===== config.mk =====
export PLATFORM = sky130hd
export DESIGN_NAME = sram_arbiter_flat
export DESIGN_NICKNAME = d
export VERILOG_FILES = /design/src/rtl/sram_arbiter_if.sv /design/src/rtl/sram_arbiter.sv /design/src/flat_wrapper.sv
export SDC_FILE = /design/constraint.sdc
export NUM_CORES = 1
export LEC_CHECK = 0
export CORE_MARGIN = 2
export CORE_UTILIZATION = 43
export DETAILED_ROUTE_END_ITERATION = 6
export GPL_TIMING_DRIVEN = 0
export HOLD_SLACK_MARGIN = 0.15
export PLACE_DENSITY_LB_ADDON = 0.15
export SLEW_MARGIN = 20
export SYNTH_ARGS = -nofsm -noshare
export SYNTH_HDL_FRONTEND = slang
export SYNTH_SLANG_ARGS = --single-unit

===== constraint.sdc =====
create_clock -name clk -period 7.35 [get_ports clk]
set_input_delay 1.47 -clock clk [delete_from_list [all_inputs] [get_ports clk]]
set_output_delay 1.47 -clock clk [all_outputs]
set_load 0.1 [all_outputs]

===== src/rtl/sram_arbiter_if.sv =====
// Request/response bundle between the two masters, the arbiter and the SRAM controller.
// The slave view is the arbiter: it takes requests and mem_ready, and drives the controller side.
interface sram_arbiter_if #(
  parameter int unsigned ADDR_W = 32,
  parameter int unsigned DATA_W = 32
);
  logic              m0_req;
  logic              m1_req;
  logic              m0_we;
  logic              m1_we;
  logic [ADDR_W-1:0] m0_addr;
  logic [ADDR_W-1:0] m1_addr;
  logic [DATA_W-1:0] m0_wdata;
  logic [DATA_W-1:0] m1_wdata;
  logic              m0_done;
  logic              m1_done;
  logic              m0_err;
  logic              m1_err;
  logic [DATA_W-1:0] rdata;
  logic              mem_rd_en;
  logic              mem_wr_en;
  logic [ADDR_W-1:0] mem_addr;
  logic [DATA_W-1:0] mem_wdata;
  logic              mem_ready;
  logic [DATA_W-1:0] mem_rdata;

  modport slave (
    input  m0_req, m1_req, m0_we, m1_we, m0_addr, m1_addr, m0_wdata, m1_wdata,
    input  mem_ready, mem_rdata,
    output m0_done, m1_done, m0_err, m1_err, rdata,
    output mem_rd_en, mem_wr_en, mem_addr, mem_wdata
  );

  modport master (
    output m0_req, m1_req, m0_we, m1_we, m0_addr, m1_addr, m0_wdata, m1_wdata,
    output mem_ready, mem_rdata,
    input  m0_done, m1_done, m0_err, m1_err, rdata,
    input  mem_rd_en, mem_wr_en, mem_addr, mem_wdata
  );
endinterface


===== src/rtl/sram_arbiter.sv =====
// Two-port round-robin arbiter/sequencer in front of the SRAM controller.
// One access at a time: IDLE grants, ISSUE holds the controller bus until ready or timeout, DONE pulses.
module sram_arbiter #(
  parameter int unsigned ADDR_W  = 32,
  parameter int unsigned DATA_W  = 32,
  parameter int unsigned TIMEOUT = 31
) (
  input logic           clk,
  input logic           rst,
  sram_arbiter_if.slave bus
);
  localparam int unsigned CNT_W = $clog2(TIMEOUT);
  localparam logic [CNT_W-1:0] CNT_LAST = CNT_W'(TIMEOUT - 1);

  typedef enum logic [1:0] {StIdle, StIssue, StDone} state_e;

  state_e            state_q, state_d;
  logic              grant_q, grant_d;
  logic              last_q, last_d;
  logic [CNT_W-1:0]  cnt_q, cnt_d;
  logic              rd_en_q, rd_en_d;
  logic              wr_en_q, wr_en_d;
  logic [ADDR_W-1:0] addr_q, addr_d;
  logic [DATA_W-1:0] wdata_q, wdata_d;
  logic [DATA_W-1:0] rdata_q, rdata_d;
  logic [1:0]        done_q, done_d;
  logic [1:0]        err_q, err_d;

  logic              winner;
  logic              sel_we;
  logic [ADDR_W-1:0] sel_addr;
  logic [DATA_W-1:0] sel_wdata;

  // On a tie the port that did not win last time goes; otherwise the sole requester.
  assign winner    = (bus.m0_req && bus.m1_req) ? ~last_q : bus.m1_req;
  assign sel_we    = winner ? bus.m1_we    : bus.m0_we;
  assign sel_addr  = winner ? bus.m1_addr  : bus.m0_addr;
  assign sel_wdata = winner ? bus.m1_wdata : bus.m0_wdata;

  always_comb begin
    state_d = state_q;
    grant_d = grant_q;
    last_d  = last_q;
    cnt_d   = cnt_q;
    rd_en_d = rd_en_q;
    wr_en_d = wr_en_q;
    addr_d  = addr_q;
    wdata_d = wdata_q;
    rdata_d = rdata_q;
    done_d  = '0;
    err_d   = '0;
    unique case (state_q)
      StIdle: begin
        if (bus.m0_req || bus.m1_req) begin
          grant_d = winner;
          addr_d  = sel_addr;
          wdata_d = sel_wdata;
          wr_en_d = sel_we;
          rd_en_d = ~sel_we;
          cnt_d   = '0;
          state_d = StIssue;
        end
      end
      StIssue: begin
        if (bus.mem_ready) begin
          rd_en_d         = 1'b0;
          wr_en_d         = 1'b0;
          if (rd_en_q) rdata_d = bus.mem_rdata;
          done_d[grant_q] = 1'b1;
          last_d          = grant_q;
          state_d         = StDone;
        end else if (cnt_q == CNT_LAST) begin
          rd_en_d         = 1'b0;
          wr_en_d         = 1'b0;
          rdata_d         = '0;
          done_d[grant_q] = 1'b1;
          err_d[grant_q]  = 1'b1;
          last_d          = grant_q;
          state_d         = StDone;
        end else begin
          cnt_d = cnt_q + 1'b1;
        end
      end
      StDone: begin
        // Enforces an idle-enable cycle so the controller can re-arm.
        state_d = StIdle;
      end
      default: state_d = StIdle;
    endcase
  end

  always_ff @(posedge clk or posedge rst) begin
    if (rst) begin
      state_q <= StIdle;
      grant_q <= 1'b0;
      last_q  <= 1'b1;
      cnt_q   <= '0;
      rd_en_q <= 1'b0;
      wr_en_q <= 1'b0;
      addr_q  <= '0;
      wdata_q <= '0;
      rdata_q <= '0;
      done_q  <= '0;
      err_q   <= '0;
    end else begin
      state_q <= state_d;
      grant_q <= grant_d;
      last_q  <= last_d;
      cnt_q   <= cnt_d;
      rd_en_q <= rd_en_d;
      wr_en_q <= wr_en_d;
      addr_q  <= addr_d;
      wdata_q <= wdata_d;
      rdata_q <= rdata_d;
      done_q  <= done_d;
      err_q   <= err_d;
    end
  end

  assign bus.m0_done   = done_q[0];
  assign bus.m1_done   = done_q[1];
  assign bus.m0_err    = err_q[0];
  assign bus.m1_err    = err_q[1];
  assign bus.rdata     = rdata_q;
  assign bus.mem_rd_en = rd_en_q;
  assign bus.mem_wr_en = wr_en_q;
  assign bus.mem_addr  = addr_q;
  assign bus.mem_wdata = wdata_q;
endmodule


===== src/flat_wrapper.sv =====
// flat-port wrapper written by rule: the top's interface ports become plain ports
module sram_arbiter_flat 
#(
  parameter int unsigned ADDR_W  = 32,
  parameter int unsigned DATA_W  = 32,
  parameter int unsigned TIMEOUT = 31
)
  (clk, rst, bus_m0_req, bus_m1_req, bus_m0_we, bus_m1_we, bus_m0_addr, bus_m1_addr, bus_m0_wdata, bus_m1_wdata, bus_mem_ready, bus_mem_rdata, bus_m0_done, bus_m1_done, bus_m0_err, bus_m1_err, bus_rdata, bus_mem_rd_en, bus_mem_wr_en, bus_mem_addr, bus_mem_wdata);
  sram_arbiter_if #(.ADDR_W(ADDR_W), .DATA_W(DATA_W)) bus_i ();
  input logic clk;
  input logic rst;
  input wire logic [$bits(bus_i.m0_req)-1:0] bus_m0_req;
  input wire logic [$bits(bus_i.m1_req)-1:0] bus_m1_req;
  input wire logic [$bits(bus_i.m0_we)-1:0] bus_m0_we;
  input wire logic [$bits(bus_i.m1_we)-1:0] bus_m1_we;
  input wire logic [$bits(bus_i.m0_addr)-1:0] bus_m0_addr;
  input wire logic [$bits(bus_i.m1_addr)-1:0] bus_m1_addr;
  input wire logic [$bits(bus_i.m0_wdata)-1:0] bus_m0_wdata;
  input wire logic [$bits(bus_i.m1_wdata)-1:0] bus_m1_wdata;
  input wire logic [$bits(bus_i.mem_ready)-1:0] bus_mem_ready;
  input wire logic [$bits(bus_i.mem_rdata)-1:0] bus_mem_rdata;
  output wire logic [$bits(bus_i.m0_done)-1:0] bus_m0_done;
  output wire logic [$bits(bus_i.m1_done)-1:0] bus_m1_done;
  output wire logic [$bits(bus_i.m0_err)-1:0] bus_m0_err;
  output wire logic [$bits(bus_i.m1_err)-1:0] bus_m1_err;
  output wire logic [$bits(bus_i.rdata)-1:0] bus_rdata;
  output wire logic [$bits(bus_i.mem_rd_en)-1:0] bus_mem_rd_en;
  output wire logic [$bits(bus_i.mem_wr_en)-1:0] bus_mem_wr_en;
  output wire logic [$bits(bus_i.mem_addr)-1:0] bus_mem_addr;
  output wire logic [$bits(bus_i.mem_wdata)-1:0] bus_mem_wdata;
  assign bus_i.m0_req = bus_m0_req;
  assign bus_i.m1_req = bus_m1_req;
  assign bus_i.m0_we = bus_m0_we;
  assign bus_i.m1_we = bus_m1_we;
  assign bus_i.m0_addr = bus_m0_addr;
  assign bus_i.m1_addr = bus_m1_addr;
  assign bus_i.m0_wdata = bus_m0_wdata;
  assign bus_i.m1_wdata = bus_m1_wdata;
  assign bus_i.mem_ready = bus_mem_ready;
  assign bus_i.mem_rdata = bus_mem_rdata;
  assign bus_m0_done = bus_i.m0_done;
  assign bus_m1_done = bus_i.m1_done;
  assign bus_m0_err = bus_i.m0_err;
  assign bus_m1_err = bus_i.m1_err;
  assign bus_rdata = bus_i.rdata;
  assign bus_mem_rd_en = bus_i.mem_rd_en;
  assign bus_mem_wr_en = bus_i.mem_wr_en;
  assign bus_mem_addr = bus_i.mem_addr;
  assign bus_mem_wdata = bus_i.mem_wdata;
  sram_arbiter #(.ADDR_W(ADDR_W), .DATA_W(DATA_W), .TIMEOUT(TIMEOUT)) u_core (.clk(clk), .rst(rst), .bus(bus_i));
endmodule

==> summary.md, run 1 <==
| Metric | Value |
|---|---|
| Buf+Inv Stages, Crit Path | `1` |
| Gr usage total | `between 20% and 30%` |
| Postcts setup bufs | `0` |
| Hold/Removal Path Class | `reg2reg` |
| DP Area | `between 8000 and 9000 um^2` |
| Reg2reg start | `u_core.cnt_q[0]` |
| CP Launch Type | `flip-flop` |
| Fmax | `approximately 290 MHz` |
| Die X | `115 um` |
| Root buffer cell | `clkbuf_16` |
| Endpoints failing hold | `0` |
| Req. time, crit path | `between 5 and 6 ns` |
| # rows | `40` |
| Worst setup path startpoint | `u_core.bus.mem_rd_en` |
| Arr. time, crit path | `about 2.0 ns` |
| Initial antenna violation count | `0` |
| Area of the mapped netlist | `about 5300 um^2` |
| Drt total wl | `around 17,000 um` |
| Synth-to-Final Area Change | `61.0%` |
| Grt total ovfl | `0` |
| Setup CP Type | `reg2out` |
| Total core area | `~12,000 um^2` |
| Share of layout cells above drive strength 1 | `under 10%` |
| Slew headroom | `30.5%` |
| IO Pins | `roughly 270` |
| Post-DP HPWL | `12,600 um` |
| Synth Instances | `around 550` |
| Worst setup EP type | `output pin` |
| Design area | `8470 um^2` |
| Vias per cell | `between 5 and 6` |
| YS warnings | `0` |
| Outcome | `completed` |
| Final ANT Viol Nets | `0` |
| RSZ-0062 raised after global routing | `false` |
| Final slew viol count | `0` |
| Post-route insts no fill | `~980` |
| Slowest CP cell | `clkdlybuf4s50_1` |
| CTS tree | `yes` |
| Unique masters post-synth | `43` |
| Die Area | `approximately 13,000 um^2` |
| CP top delay family | `buffers and inverters` |
| Syn Nets | `~720` |
| Worst r2r dst | `u_core.cnt_q[2]` |
| H-tree levels | `3` |
| Nets | `roughly 1,000` |
| Skew-Pair Late Insertion Delay | `approximately 0.34 ns` |
| Clock Skews | `0.0124 ns` |
| Number of diodes | `0` |
| First drt pass iteration count | `5` |
| Min setup slack post-route | `3.86 ns` |
| Clock-pin slew on the worst setup and hold paths | `0.07 ns` |
| Fin crit share | `47.5%` |
| Seq/Total Area, Yosys | `52.9%` |
| Clk sinks | `111` |
| Cell count along the critical path | `1` |
| Cells along the critical path | `clkdlybuf4s50_1` |
| CP max stage delay | `~1.2 ns` |
| # DRC | `0` |
| Hold bufs inserted after CTS | `0` |
| FF+latch count, synth | `around 110` |
| Yosys top cell by area | `dfrtp_1` |
| Top cells by area, synth | `dfrtp_1 (52%), a22o_1 (10%), nand2_1 (9.4%)` |
| Starting Density | `44.0%` |
| Vias | `between 5,000 and 6,000` |
| Top cell type's share of synthesized area | `about 52%` |
| Largest net degree at the start of global routing | `72` |
| First-pass GRT wire length | `between 20,000 and 30,000 um` |
| R2R Setup Slk | `roughly 5.6 ns` |
| CP Max Fanout | `8` |
| Mean post-synth cell area | `between 9 and 10 um^2` |
| Vias in the first global route | `between 5,000 and 6,000` |
| Chip height | `~110 um` |
| Port buffer count | `about 270` |
| Max-Cap Viols | `0` |
| Worst-Margin Slew | `a little over 1 ns` |
| Setup crit end | `bus_mem_rd_en` |
| R2R cell count | `5` |
| Num CTS Buffers | `9` |
| Final setup viols | `0` |
| Initial DRC count | `around 430` |
| Routability cong. | `0.848` |
| Placed Cells | `between 900 and 1,000` |
| Worst slack at placement | `approximately 4.2 ns` |
| WL/cell | `17.3 um` |
| Setup TNS Final | `0 ns` |
| Post-layout minimum cycle time | `3.49 ns` |
| Post-CTS Resized | `0` |
| Clk buf depth | `2` |
-- final cells by class --
class                   instances  area, um^2
plain buffers                  51         318
fillers                       954        3500
clock inverters                 4        52.6
repair buffers                269        2710
well taps                     147         184
clock buffers                  12         256
flip-flops and latches        111        2780
inverters                       8        35.0
multi-input cells             376        2130
-- through the flow --
step / hold slack [ns] / util, %
5_1_grt: 0.518 / 70.8
3_3_place_gp: 0.467 / 67.9
6_report: 0.493 / 70.8
2_1_floorplan: 0.438 / -
4_1_cts: 0.491 / 70.8
3_5_place_dp: 0.480 / 68.2
-- how the worst min path moves through the flow --
stage	slack, ns	cells after the start	start	to
floorplan	0.44	1	u_core.grant_q	u_core.done_q[0]
global placement	0.47	1	u_core.grant_q	u_core.done_q[0]
detailed placement	0.48	1	u_core.grant_q	u_core.done_q[0]
CTS	0.49	1	u_core.grant_q	u_core.done_q[0]
global route	0.52	1	u_core.grant_q	u_core.done_q[0]
finish	0.49	1	u_core.grant_q	u_core.done_q[0]
-- sequential cells by signal, summed over array words and instances (netlist names), 2 cells and up --
signal	flops
u_core.bus.mem_addr	32
u_core.bus.mem_wdata	32
u_core.bus.rdata	32
u_core.cnt_q	5
u_core.done_q	2
u_core.err_q	2
u_core.state_q	2
-- cell usage in the layout (no fill, tap or decap), types with 2 or more instances in the layout --
cell type          n
a21oi_1           65
a22o_1            62
a31oi_1           65
buf_2             20
buf_4             13
buf_6              7
clkbuf_1          12
clkbuf_16          9
clkbuf_8           2
clkdlybuf4s50_1  268
dfrtp_1          110
ha_1               2
inv_1              7
inv_6              2
mux2i_1            2
nand2_1          132
nand2b_1           4
nand3_1            2
nor2_1             6
nor2b_1            2
nor4_1             3
o21ai_0            6
o22ai_1            2
-- cells in the mapped netlist (all sizes together) --
cell type,number
a21bo,1
a21boi,1
a21o,1
a21oi,65
a221oi,1
a22o,62
a2bb2oi,1
a31oi,65
a32o,1
a41o,1
a41oi,1
and2,1
and2b,1
and3b,1
buf,40
clkbuf,11
dfrtp,110
dfstp,1
ha,2
inv,8
mux2i,2
nand2,133
nand2b,4
nand3,2
nand4,1
nor2,6
nor2b,2
nor3,1
nor4,3
nor4b,1
o211ai,1
o21ai,7
o221ai,1
o22ai,2
o2bb2ai,1
o31a,1
or2,2
or2b,1
-- metal layers --
| metal | up-vias | GRT usage (%) | part of all wire [%] |
|---|---|---|---|
| li1 | 2531 | - | - |
| met1 | 2565 | 30.9 | 41 |
| met2 | 251 | 42.4 | 48 |
| met3 | 34 | 6.35 | 8.3 |
| met4 | 0 | 9.27 | 2.5 |
| met5 | - | 0 | 0 |
-- cells by family (layout without fill, tap and decap cells) --
logic type	count (synthesis)	after routing	synth area share [%]
compound gates	213	213	27.2
mux	2	2	0.381
buf+inv	59	344	6.62
flops	111	111	52.9
simple gates	159	159	12.5
fa+ha+maj	2	2	0.476
Power of run 1 is not shown: default switching activity piles up to over one toggle a cycle in this logic, so the estimate is an artifact.
==> run 2, diff against run 1 <==
- CORE_UTILIZATION: 43 -> 40
- clock period: 7.35 -> 3.6 ns (I/O delays scaled with it)
==> summary.md, run 2 (synthesis results as in run 1) <==
| Metric | Value |
|---|---|
| Synth-to-Final Area Change | `63.2%` |
| Worst-Margin Slew | `between 1 and 1.5 ns` |
| Final ANT Viol Nets | `0` |
| Nets | `approximately 1,000` |
| Chip height | `approximately 120 um` |
| Root buffer cell | `clkbuf_16` |
| Post-DP HPWL | `approximately 13,000 um` |
| CP Max Fanout | `8` |
| Worst slack at placement | `about 1.2 ns` |
| Hold/Removal Path Class | `reg2reg` |
| Largest net degree at the start of global routing | `29` |
| Slowest CP cell | `clkdlybuf4s50_1` |
| Endpoints failing hold | `0` |
| Busiest grt layer | `met2` |
| Initial DRC count | `slightly below 400` |
| Vias per cell | `roughly 5.4` |
| Outcome | `completed` |
| Die X | `119 um` |
| Share of layout cells above drive strength 1 | `~7.8%` |
| Most frequent cells in the layout | `clkdlybuf4s50_1 (268), nand2_1 (132), dfrtp_1 (110), a21oi_1 (65), a31oi_1 (65)` |
| Final slew viol count | `0` |
| RSZ-0062 raised after global routing | `false` |
| Port buffer count | `268` |
| Hold slack | `0.486 ns` |
| CP max stage delay | `about 1.2 ns` |
| First drt pass iteration count | `5` |
| Number of diodes | `0` |
| Grt total ovfl | `0` |
| Arr. time, crit path | `roughly 2.0 ns` |
| Vias | `roughly 5,400` |
| Fill count | `1,075` |
| Clk buf depth | `2` |
| Starting Density | `41.3%` |
| Die Area | `roughly 14,000 um^2` |
| Cells along the critical path | `clkdlybuf4s50_1` |
| Slew headroom | `~29%` |
| M3 GR Usage | `under 10%` |
| Vias in the first global route | `5,448` |
| Postcts setup bufs | `0` |
| Gr usage total | `between 20% and 30%` |
| Post-layout minimum cycle time | `about 2.7 ns` |
| H-tree levels | `3` |
| Num CTS Buffers | `9` |
| Buf+Inv Stages, Crit Path | `1` |
| Most common cell after layout, fill and taps aside | `clkdlybuf4s50_1` |
| Max-Cap Viols | `0` |
| Req. time, crit path | `2.88 ns` |
| CTS tree | `yes` |
| Fin crit share | `75.6%` |
| Fmax | `between 300 and 400 MHz` |
| Post-CTS Resized | `0` |
| Clock-pin slew on the worst setup and hold paths | `0.07 ns` |
| Drt total wl | `roughly 17,000 um` |
| Setup TNS Final | `0 ns` |
| Routability cong. | `between 0.8 and 0.9` |
| CP top delay family | `buffers and inverters` |
| CP Launch Type | `flip-flop` |
| IO Pins | `approximately 270` |
| # rows | `41` |
| Clk sinks | `111` |
| Met1 Use GR | `between 30% and 40%` |
| First-pass GRT wire length | `27,700 um` |
| Skew-Pair Late Insertion Delay | `between 0.3 and 0.4 ns` |
| Global-route track usage on met2 | `about two fifths` |
| Min setup slack post-route | `0.878 ns` |
| Initial antenna violation count | `0` |
| Clock Skews | `0.00616 ns` |
| Hold bufs inserted after CTS | `0` |
| Setup CP Type | `reg2out` |
| WL/cell | `roughly 17 um` |
| # DRC | `0` |
| Final setup viols | `0` |
| Total core area | `between 10,000 and 15,000 um^2` |
| Worst setup EP type | `output pin` |
## run 2: cell count changes in the layout (fill, tap and decap cells not counted)
cell and delta:
buf_12 +3, bufinv_16 +1, clkbuf_1 -1, clkinv_2 +1, clkinv_4 -1, clkinvlp_4 +1, inv_6 -1
## run 2: worst paths after layout
kind | from | to | slack (ns) | cells after the start
max | u_core.bus.mem_rd_en | bus_mem_rd_en | 0.88 | 1
min | u_core.grant_q | u_core.done_q[0] | 0.49 | 1
max reg2reg | u_core.cnt_q[0] | u_core.cnt_q[2] | 1.94 | 5
min reg2reg | u_core.grant_q | u_core.done_q[0] | 0.49 | 1
max in group asynchronous | rst | u_core.last_q | 1.95 | 5
min in group asynchronous | rst | u_core.bus.mem_addr[8] | 0.72 | 2
## run 2: cell type report
class                   count  area [um^2]  share of cell area [%]
plain buffers              51          318                    3.70
clock buffers              11          253                    2.95
clock inverters             5         78.8                   0.919
inverters                   8         33.8                   0.394
multi-input cells         376         2130                    24.8
flip-flops and latches    111         2780                    32.4
well taps                 172          215                    2.51
repair buffers            272         2770                    32.3
## run 2: stage by stage
stage | instance area [um^2] | instances | utilization, %
after floorplan | 5260 | 546 | -
after global placement | 8160 | 986 | 64.1
after detailed placement | 8250 | 990 | 64.8
after CTS | 8580 | 1006 | 67.4
after global routing | 8580 | 1006 | 67.4
final | 8580 | 1006 | 67.4
## run 2: routing by layer
layer	wire, um	part of all wire (%)	up-vias
met2	8180	47	211
met5	0	0	-
li1	-	-	2538
met4	511	3.0	0
met3	1280	7.4	34
met1	7260	42	2614
Power of run 2 is left out for the same reason.
